<file path="config.mk">
export PLATFORM = sky130hd
export DESIGN_NAME = rpn_stack_sequencer
export DESIGN_NICKNAME = d
export VERILOG_FILES = /design/src/rtl/rpn_stack_sequencer.sv
export SDC_FILE = /design/constraint.sdc
export NUM_CORES = 1
export LEC_CHECK = 0
export CORE_ASPECT_RATIO = 0.6
export CORE_MARGIN = 2
export CORE_UTILIZATION = 53
export CTS_CLUSTER_SIZE = 10
export DETAILED_ROUTE_END_ITERATION = 10
export PLACE_DENSITY = 0.89
export SLEW_MARGIN = 5
export SYNTH_ARGS = -nofsm -noshare
export SYNTH_HDL_FRONTEND = slang
export SYNTH_SLANG_ARGS = --single-unit
</file>
<file path="constraint.sdc">
create_clock -name clk -period 3.7 [get_ports clk]
set_input_delay 0.74 -clock clk [delete_from_list [all_inputs] [get_ports clk]]
set_output_delay 0.74 -clock clk [all_outputs]
set_load 0.02 [all_outputs]
</file>
<file path="src/rtl/rpn_stack_sequencer.sv">
// RPN command sequencer for the 16-bit stack memory. It turns operand/operator tokens into
// one-hot push/pop commands and tracks occupancy so that illegal commands never reach the stack.
module rpn_stack_sequencer #(
  parameter  int W     = 16,
  parameter  int DEPTH = 8,
  localparam int CW    = $clog2(DEPTH+1)
) (
  input  logic          clk,
  input  logic          rst_n,
  input  logic          tok_valid,
  output logic          tok_ready,
  input  logic          tok_is_op,
  input  logic [W-1:0]  tok_data,
  output logic          stk_push,
  output logic          stk_pop,
  output logic [W-1:0]  stk_wdata,
  input  logic [W-1:0]  stk_rdata,
  output logic          res_valid,
  output logic [W-1:0]  res_data,
  output logic [CW-1:0] count,
  output logic          err_ovf,
  output logic          err_unf,
  input  logic          err_clr
);

  localparam logic [2:0] IDLE      = 3'd0;
  localparam logic [2:0] PUSH_OPND = 3'd1;
  localparam logic [2:0] POP_B     = 3'd2;
  localparam logic [2:0] POP_A     = 3'd3;
  localparam logic [2:0] CAP_A     = 3'd4;
  localparam logic [2:0] PUSH_RES  = 3'd5;

  logic [2:0]   state;
  logic [1:0]   opc;
  logic [W-1:0] b_q;
  logic [W-1:0] alu_r;
  logic         accept;

  assign accept = tok_valid & tok_ready;

  // In CAP_A the stack's read port carries A, the deeper of the two operands
  always_comb begin
    alu_r = '0;
    case (opc)
      2'd0:    alu_r = stk_rdata + b_q;
      2'd1:    alu_r = stk_rdata - b_q;
      2'd2:    alu_r = stk_rdata & b_q;
      default: alu_r = stk_rdata ^ b_q;
    endcase
  end

  // Outputs are registered, so each command is loaded on the edge that enters its state
  always_ff @(posedge clk or negedge rst_n) begin
    if (!rst_n) begin
      state     <= IDLE;
      tok_ready <= 1'b0;
      stk_push  <= 1'b0;
      stk_pop   <= 1'b0;
      stk_wdata <= '0;
      res_valid <= 1'b0;
      res_data  <= '0;
      count     <= '0;
      err_ovf   <= 1'b0;
      err_unf   <= 1'b0;
      opc       <= '0;
      b_q       <= '0;
    end else begin
      stk_push  <= 1'b0;
      stk_pop   <= 1'b0;
      res_valid <= 1'b0;
      if (err_clr) begin
        err_ovf <= 1'b0;
        err_unf <= 1'b0;
      end
      case (state)
        IDLE: begin
          tok_ready <= 1'b1;
          if (accept) begin
            if (!tok_is_op) begin
              if (count < CW'(DEPTH)) begin
                stk_wdata <= tok_data;
                stk_push  <= 1'b1;
                tok_ready <= 1'b0;
                state     <= PUSH_OPND;
              end else begin
                err_ovf <= 1'b1;
              end
            end else begin
              if (count >= CW'(2)) begin
                opc       <= tok_data[1:0];
                stk_pop   <= 1'b1;
                tok_ready <= 1'b0;
                state     <= POP_B;
              end else begin
                err_unf <= 1'b1;
              end
            end
          end
        end
        PUSH_OPND: begin
          count     <= count + 1'b1;
          tok_ready <= 1'b1;
          state     <= IDLE;
        end
        POP_B: begin
          count   <= count - 1'b1;
          stk_pop <= 1'b1;
          state   <= POP_A;
        end
        POP_A: begin
          count <= count - 1'b1;
          b_q   <= stk_rdata;
          state <= CAP_A;
        end
        CAP_A: begin
          stk_push  <= 1'b1;
          stk_wdata <= alu_r;
          res_valid <= 1'b1;
          res_data  <= alu_r;
          state     <= PUSH_RES;
        end
        PUSH_RES: begin
          count     <= count + 1'b1;
          tok_ready <= 1'b1;
          state     <= IDLE;
        end
        default: begin
          tok_ready <= 1'b1;
          state     <= IDLE;
        end
      endcase
    end
  end

endmodule

</file>
==> run summary, run 1 <==
For this run, the total global-route usage over all layers was measured as 0.2605. The number of antenna cells inserted is 0. The critical path in this run is classified as flip-flop to flip-flop. The number of optimization iterations in the first detailed-route pass is 5. The area growth from synthesis to layout came out at 27.27%. The largest clock skew in the final design came out at 0.005953 ns. The origin of the worst setup path is b_q[0]$_DFFE_PN0P_. The global-route wire length before repair came out at 17440 µm.

TritonCTS built the clock tree. The area of the mapped netlist is 4203 µm². The analysis attributes to cell leakage a power of 2.419 nW. On the critical path, the stage with the largest delay is an instance of dfrtp_1. The via density per instance is 5.730.

The top cell types in the final layout, fill and taps aside, are clkdlybuf4s50_1, dfrtp_1, ha_1. The synthesized design contains 63 register bits. Among the stages of the critical path, the cell type that occurs most often is a21oi_1. The maximum buffer depth of the clock tree is 2. The number of cells upsized or downsized after cts is 0. The total of endpoints with negative setup slack in the final report is 0. The launch point of the worst hold path is res_data[8]$_DFFE_PN0P_. The number of placed I/O pins is 79. For this configuration, the core starts out at a cell density of 0.5396.

The highest net fanout along the worst path came out at 5. The distinct cell type count of the synthesized netlist is 57. The proportion of layout cells with a drive suffix above 1 came out at 0.1124. On the worst path, the slowest cell contributes a delay of 0.42 ns.

After synthesis, the mean cell area works out to 9.912 µm². CTS placed an instance of clkbuf_16 at the clock tree root. In this run the vertical extent of the chip is 72.98 µm.

The critical path goes through inv_1 -> ha_1 -> nand2b_1 -> o41ai_1 -> xor2_1 -> ha_1 -> a21oi_1 -> o211ai_1 -> o22a_1 -> a21oi_1 -> xnor2_1 -> o31ai_1 -> a21oi_1. The register cell area after layout came out at 1577 µm². The required time of the critical path is 3.88 ns. The number of synthesized flops with an enable pin is 0.

The number of buffers added for setup after CTS came out at 0. The worst-case headroom to the max-slew limit is 0.4305. The via count of the first global-routing pass is 3326.

The synthesized-area fraction occupied by and/or/nand/nor cells is 0.1271. The post-route setup TNS came out at 0 ns. The flop-to-flop setup slack came out at 0.40 ns. The half-perimeter wire length of the detailed placement result is 8060 µm. By area, the combinational part of the netlist is dominated by compound AO/OA/AOI/OAI gates.

Synthesis produced a netlist whose cell count is 424. Leaving out fill and tap cells, the most frequent cell in the layout is clkdlybuf4s50_1. The type of the worst min-delay path is flip-flop to flip-flop. The minimum hold slack is 0.4796 ns.

The number of max-cap violations came out at 0. The final hold violation count came out at 0. The floorplan core area came out at 7789 µm². The wire length after detailed routing is 10730 µm. The clock net in this run drives a total of 63 sinks. The pin count of the biggest net entering global routing is 39. The final max-slew violation count came out at 0. Setup repair after global routing left no endpoint under its margin. The total global routing overflow came out at 0. Measured against the total synthesized area, the mux share comes to 0.1328. Across the VDD grid, the largest voltage drop is 0.0004180 V. The initial antenna violation count is 0. The die outline area is 8681 µm².

For the pin with the worst max-slew slack, the measured transition is 0.8543 ns. The number of nets produced by synthesis is 497. In this run, post-CTS hold repair placed 0 buffers. Of the available clock period, the critical path in the final layout requires 0.8906. The multi-input combinational cells in the finished layout cover a total of 2497 µm².

The Yosys step of the flow raised 0 warnings. Of the total synthesized cell area, the portion taken by full adders, half adders and majority gates is 0.1107. For this run, asynchronously set or reset flops after synthesis account for 1.000.

The clock latency of the later-clocked register in the worst-skew pair is 0.33 ns. The remaining number of nets flagged by the antenna check after routing came out at 0. The post-synthesis compound-gate area fraction was 0.1631. The XOR/XNOR share of the synthesized area came out at 0.06043. The number of buffers created by CTS is 9.

The worst register-to-register path begins at b_q[0]$_DFFE_PN0P_. The number of fill cells is 578. The final weighted congestion in routability-driven placement came out at 0.9359. Dividing the detail-routed wire length by the instance count gives 17.45 µm. For the worst setup path, the data arrival time is 3.48 ns.

Counting both buffers and inverters, the worst setup path holds a total of 1. In this run the power density over the cells is 1078 nW/µm². The clock transition time at the flip-flop clock pins of the worst setup and hold paths is 0.05 ns.

On the critical path the largest part of the delay comes from compound AO/OA/AOI/OAI gates. The level count of the clock H-tree is 3. The number of design-rule violations left by the first detailed-router iteration came out at 350. The minimum clock period after layout came out at 3.295 ns. The horizontal extent of the die is 119.0 µm. For this run, the top clock speed supported by timing is 303.5 MHz. For this run, the register share of the synthesized area comes to 0.3751.

The flow ran to the end, and the final reports show no timing, DRC or antenna violations. Among all flip-flop cells after synthesis, the most frequent one is dfrtp_1. Yosys attributes the largest share of cell area to dfrtp_1, ha_1, mux2i_1, mux2_2, a21oi_1. Of the post-synthesis cell area, the dominant cell type holds 0.3751. dfrtp_1 takes more of the synthesized area than any other cell. The floorplan has 25 rows. For this run, the post-layout net count is 575. STA classifies the critical path endpoint as a flip-flop. The remaining design rule violation count is 0. STA classifies the critical path startpoint as a flip-flop. The number of buffers added on ports is 78. The via total after detailed routing is 3524. Overall power consumption after layout is estimated at 5.765 mW.
## routing by layer
metal	up-vias	global-route usage	part of all wire
met5	-	0	0
li1	1696	-	-
met1	1654	0.3973	0.51
met3	11	0.07422	0.085
met2	163	0.3665	0.39
met4	0	0.05556	0.0098
## area by class of cell
cell class,instances,area share
Multi-Input combinational cell,329,0.4669
Sequential cell,63,0.2947
Timing Repair Buffer,83,0.1520
Clock buffer,10,0.04281
Tap cell,108,0.02526
Inverter,16,0.01123
Clock inverter,6,0.007018
## sequential cells by signal, indices dropped and copies added (netlist names)
register	count
res_data	16
err_ovf	1
b_q	16
err_unf	1
tok_ready	1
opc	2
state	3
stk_push	1
stk_pop	1
stk_wdata	16
res_valid	1
count	4
## per-stage QoR
step	worst slack, ns	instance area (µm²)	cells	util
5_1_grt	0.1528	5349	615	0.6867
3_5_place_dp	0.3300	5082	599	0.6525
4_1_cts	0.4583	5349	615	0.6867
2_1_floorplan	0.7851	4203	424	-
6_report	0.4049	5349	615	0.6867
3_3_place_gp	0.3990	5082	599	0.6525
## where the power goes
| part | switching, mW | internal, mW |
|---|---|---|
| combinational | 2.02 | 1.64 |
| sequential | 0.319 | 1.03 |
| clock | 0.310 | 0.449 |
| total | 2.65 | 3.11 |
## worst min-delay path: cells and delay by family (launching register included)
| kind | cells | cell delay, ns |
|---|---|---|
| DFF | 1 | 0.34 |
| and+or+nand+nor | 2 | 0.10 |
## synth_stat cells, drive strengths merged (8+ instances only)
| cell type | number |
|---|---|
| dfrtp | 63 |
| a21oi | 33 |
| inv | 16 |
| mux2 | 22 |
| nand3 | 9 |
| buf | 10 |
| mux2i | 31 |
| xnor2 | 17 |
| o21ai | 25 |
| o211ai | 11 |
| nor2 | 31 |
| xor2 | 12 |
| nand2 | 35 |
| nand2b | 8 |
| ha | 34 |
## cell families (layout without fill, tap and decap cells)
group,Yosys count,after routing
AND/OR/NAND/NOR,109,109
AO/OA/AOI/OAI,102,102
flip-flops,63,63
multiplexers,53,53
adder cells (fa/ha/maj),36,36
buffers and inverters,32,115
XOR/XNOR,29,29
## path summary, 6_finish.rpt
| check | to | cells past startpoint |
|---|---|---|
| min in group asynchronous | count[1]$_DFFE_PN0P_ | 1 |
| setup / recovery | stk_wdata[12]$_DFFE_PN0P_ | 13 |
| hold / removal | res_data[8]$_DFFE_PN0P_ | 2 |
| max in group asynchronous | opc[0]$_DFFE_PN0P_ | 2 |
| hold reg to reg | res_data[8]$_DFFE_PN0P_ | 2 |
| setup reg to reg | stk_wdata[12]$_DFFE_PN0P_ | 13 |
Note: power is estimated with default switching activity, not from simulation.
==> run 2, diff against run 1 <==
SLEW_MARGIN = 10   (was 5)
==> results of run 2 <==
Final layout, timing and power as in run 1 (identical DEF).
==> run 3, diff against run 2 <==
MAX_ROUTING_LAYER = met4   (was unset)
==> run 3 against run 2 <==
Net effect: sequential power about the same; die area unchanged; global-route usage increased by 0.78 points; via count down 0.48%; flip-flop and latch count stayed put; hold slack lost 0.0094 ns; combinational power is essentially flat; cell count increased by 0.33%; first-iteration DRC count increased by 15%; register-to-register slack gained 0.06 ns; clock skew up 0.0031 ns; critical path depth stayed put; critical path type unchanged.
==> run summary, run 3 (synthesis gave the netlist of run 1 again) <==
The flow ran to the end, and the final reports show no timing, DRC or antenna violations. The half-perimeter wire length of the detailed placement result is 8076 µm (+0.20%). The number of buffers added on ports is 78 (unchanged). CTS placed an instance of clkbuf_16 at the clock tree root. The number of buffers created by CTS is 9 (unchanged). The clock latency of the later-clocked register in the worst-skew pair is 0.33 ns (about the same). The effective utilization at floorplan came to 0.5396 (unchanged). The maximum buffer depth of the clock tree is 2 (unchanged). The type of origin of the critical path is a flip-flop. The final clock period utilization by the worst path came out at 0.8751 (-0.01544).

The peak supply drop came to 0.0004411 V (+5.5%). The cts-stage hold buffer count was 0 (unchanged). The initial antenna violation count came to 0 (unchanged). The worst-case headroom to the max-slew limit is 0.4229 (-0.007615). The final cell area excluding filler cells came to 5388 µm² (+0.73%). The wire length after detailed routing is 10710 µm (-0.22%).

The die outline height came to 72.98 µm (unchanged). The horizontal extent of the die is 119.0 µm (unchanged). The cell count of the worst reg-to-reg path is 13 (unchanged). The die outline area is 8681 µm² (unchanged). The via total after detailed routing is 3507 (-0.48%). The number of cells upsized or downsized after cts is 0 (unchanged). The multi-input logic area is 2497 µm² (unchanged). The startpoint identified for the worst register-to-register timing path is b_q[6]$_DFFE_PN0P_. The global-route wire length before repair is 17530 µm (+0.48%).

The area growth from synthesis to layout came out at 28.19%. The switching component of the power came out at 2.655 mW (about the same). The total global routing overflow is 0 (unchanged). The minimum hold slack came to 0.4702 ns (-0.009394 ns). The most critical setup path has its startpoint at b_q[6]$_DFFE_PN0P_.

The transition time of the tightest slew-check pin came out at 0.8636 ns (+0.009332 ns). The largest registers in the layout are b_q x16, res_data x16, stk_wdata x16. The worst-case setup slack after placement came out at 0.4142 ns (+0.08420 ns).

The switching fraction of total power came out at 0.4534 (-0.007041). The min-delay analysis places its worst path in the category input port to asynchronous set/reset pin. The floorplan row count came to 25 (unchanged). The flop-to-flop setup slack is 0.46 ns (+0.06 ns). The largest clock skew in the final design came to 0.009060 ns (+0.003106 ns).

The number of placed I/O pins was 79 (unchanged). The clock tree from TritonCTS is yes. The via density per instance is 5.684 (-0.80%).

The power share of the clock group is 0.143 (+0.011). The number of design-rule violations left by the first detailed-router iteration came out at 404 (+15%). The placed standard-cell area came to 5097 µm² (+0.30%). The required time of the critical path came out at 3.89 ns (about the same). The cell-internal power is 3.202 mW (+2.9%).

The level count of the clock H-tree is 3 (unchanged). The library cell used most frequently in the layout, excluding fill and tap cells, is clkdlybuf4s50_1. The post-route setup TNS came to 0 ns (unchanged). The number of optimization iterations in the first detailed-route pass came out at 5 (unchanged). The total clock sinks came out at 63 (unchanged).

The total power per unit cell area is 1087 nW/µm² (+0.87%). The final weighted congestion in routability-driven placement is 0.9639 (+3.0%). The top cell types in the final layout, fill and taps aside, are clkdlybuf4s50_1, dfrtp_1, ha_1. The floorplan core area came out at 7789 µm² (unchanged).

The proportion of layout cells with a drive suffix above 1 is 0.1159 (+0.003488). The number of buffers added for setup after CTS was 0 (unchanged). In this run the worst setup path terminates at res_data[15]$_DFFE_PN0P_. The final max-slew violation count is 0 (unchanged).

The least setup slack across all paths after layout came out at 0.4621 ns (+0.05714 ns). The highest clock frequency the design can meet was 308.8 MHz (+1.8%). The number of antenna cells inserted is 0 (unchanged). The clock transition time at the flip-flop clock pins of the worst setup and hold paths was 0.06 ns (about the same). The combinational power share came out at 0.626 (-0.009). The number of max-cap violations came out at 0 (unchanged). The final hold violation count came to 0 (unchanged). Setup repair after global routing left no endpoint under its margin.

The worst setup path is captured at a flip-flop. The remaining number of nets flagged by the antenna check after routing came out at 0 (unchanged). By startpoint and endpoint, the worst setup path is classified as flip-flop to flip-flop. The endpoint arrival time on the critical path is 3.43 ns (-0.05 ns). The portion of total power attributed to sequential cells is 0.230 (-0.003).

The highest net fanout along the worst path is 5 (unchanged). The minimum clock period after layout is 3.238 ns (-0.05714 ns). The final net count is 577 (+0.35%). The remaining design rule violation count was 0 (unchanged). The via count of the first global-routing pass is 3340 (+0.42%). The total of endpoints with negative setup slack in the final report came out at 0 (unchanged).

The pin count of the biggest net entering global routing came out at 35 (-10%). The reported leakage power is 2.447 nW (+1.2%). The number of fill cells is 552 (-4.5%). The aggregate global-route resource usage is 0.2682 (+0.007758).

The endpoint identified for the worst register-to-register timing path is res_data[15]$_DFFE_PN0P_. The final routed wire length divided by cell count is 17.36 µm (-0.55%). The register cell area after layout is 1577 µm² (unchanged).
-- run 3: stage by stage --
step / total power, mW / std cells / util
after floorplan: 3.846 / 424 / -
after global placement: 4.856 / 601 / 0.6545
after detailed placement: 4.963 / 601 / 0.6545
after CTS: 5.837 / 617 / 0.6917
after global routing: 6.275 / 617 / 0.6917
final: 5.857 / 617 / 0.6917
-- run 3: power groups by stage --
| stage | logic (mW) | clock network, mW | registers [mW] |
|---|---|---|---|
| floorplan | 2.30 | 0 | 1.55 |
| global placement | 3.53 | 0 | 1.32 |
| detailed placement | 3.62 | 0 | 1.35 |
| CTS | 3.65 | 0.847 | 1.34 |
| global route | 4.00 | 0.878 | 1.40 |
| finish | 3.67 | 0.840 | 1.35 |
-- run 3: cell type report --
type / count / area share
sequential: 63 / 0.2926
inverter: 16 / 0.01115
tap: 108 / 0.02508
clock inverter: 6 / 0.01138
multi-input combinational: 329 / 0.4635
timing repair buffer: 85 / 0.1537
clock buffer: 10 / 0.04250
-- run 3: critical path, stage by stage (launching register included) --
cell	delay, ns
dfrtp_1	0.42
nor4_2	0.43
nand3b_1	0.16
o41ai_2	0.35
nand2_1	0.12
xnor2_1	0.14
ha_1	0.36
nand3_1	0.15
o211ai_1	0.14
nor2_1	0.13
nor2_1	0.05
a211o_1	0.31
xnor2_1	0.23
a22oi_1	0.12
-- run 3: worst min path at each step --
stage,start,end,slack (ns),cells past startpoint
after floorplan,rst_n,b_q[0]$_DFFE_PN0P_,0.44,0
after global placement,res_data[2]$_DFFE_PN0P_,res_data[2]$_DFFE_PN0P_,0.46,2
after detailed placement,res_data[3]$_DFFE_PN0P_,res_data[3]$_DFFE_PN0P_,0.47,2
after CTS,res_data[2]$_DFFE_PN0P_,res_data[2]$_DFFE_PN0P_,0.49,2
after global routing,res_data[3]$_DFFE_PN0P_,res_data[3]$_DFFE_PN0P_,0.52,2
final,rst_n,count[0]$_DFFE_PN0P_,0.47,1
-- run 3: layer usage --
| metal | GRT usage | part of all wire |
|---|---|---|
| met1 | 0.3990 | 0.52 |
| met4 | 0.06217 | 0.012 |
| met3 | 0.06250 | 0.060 |
| met5 | - | 0 |
| met2 | 0.3685 | 0.40 |
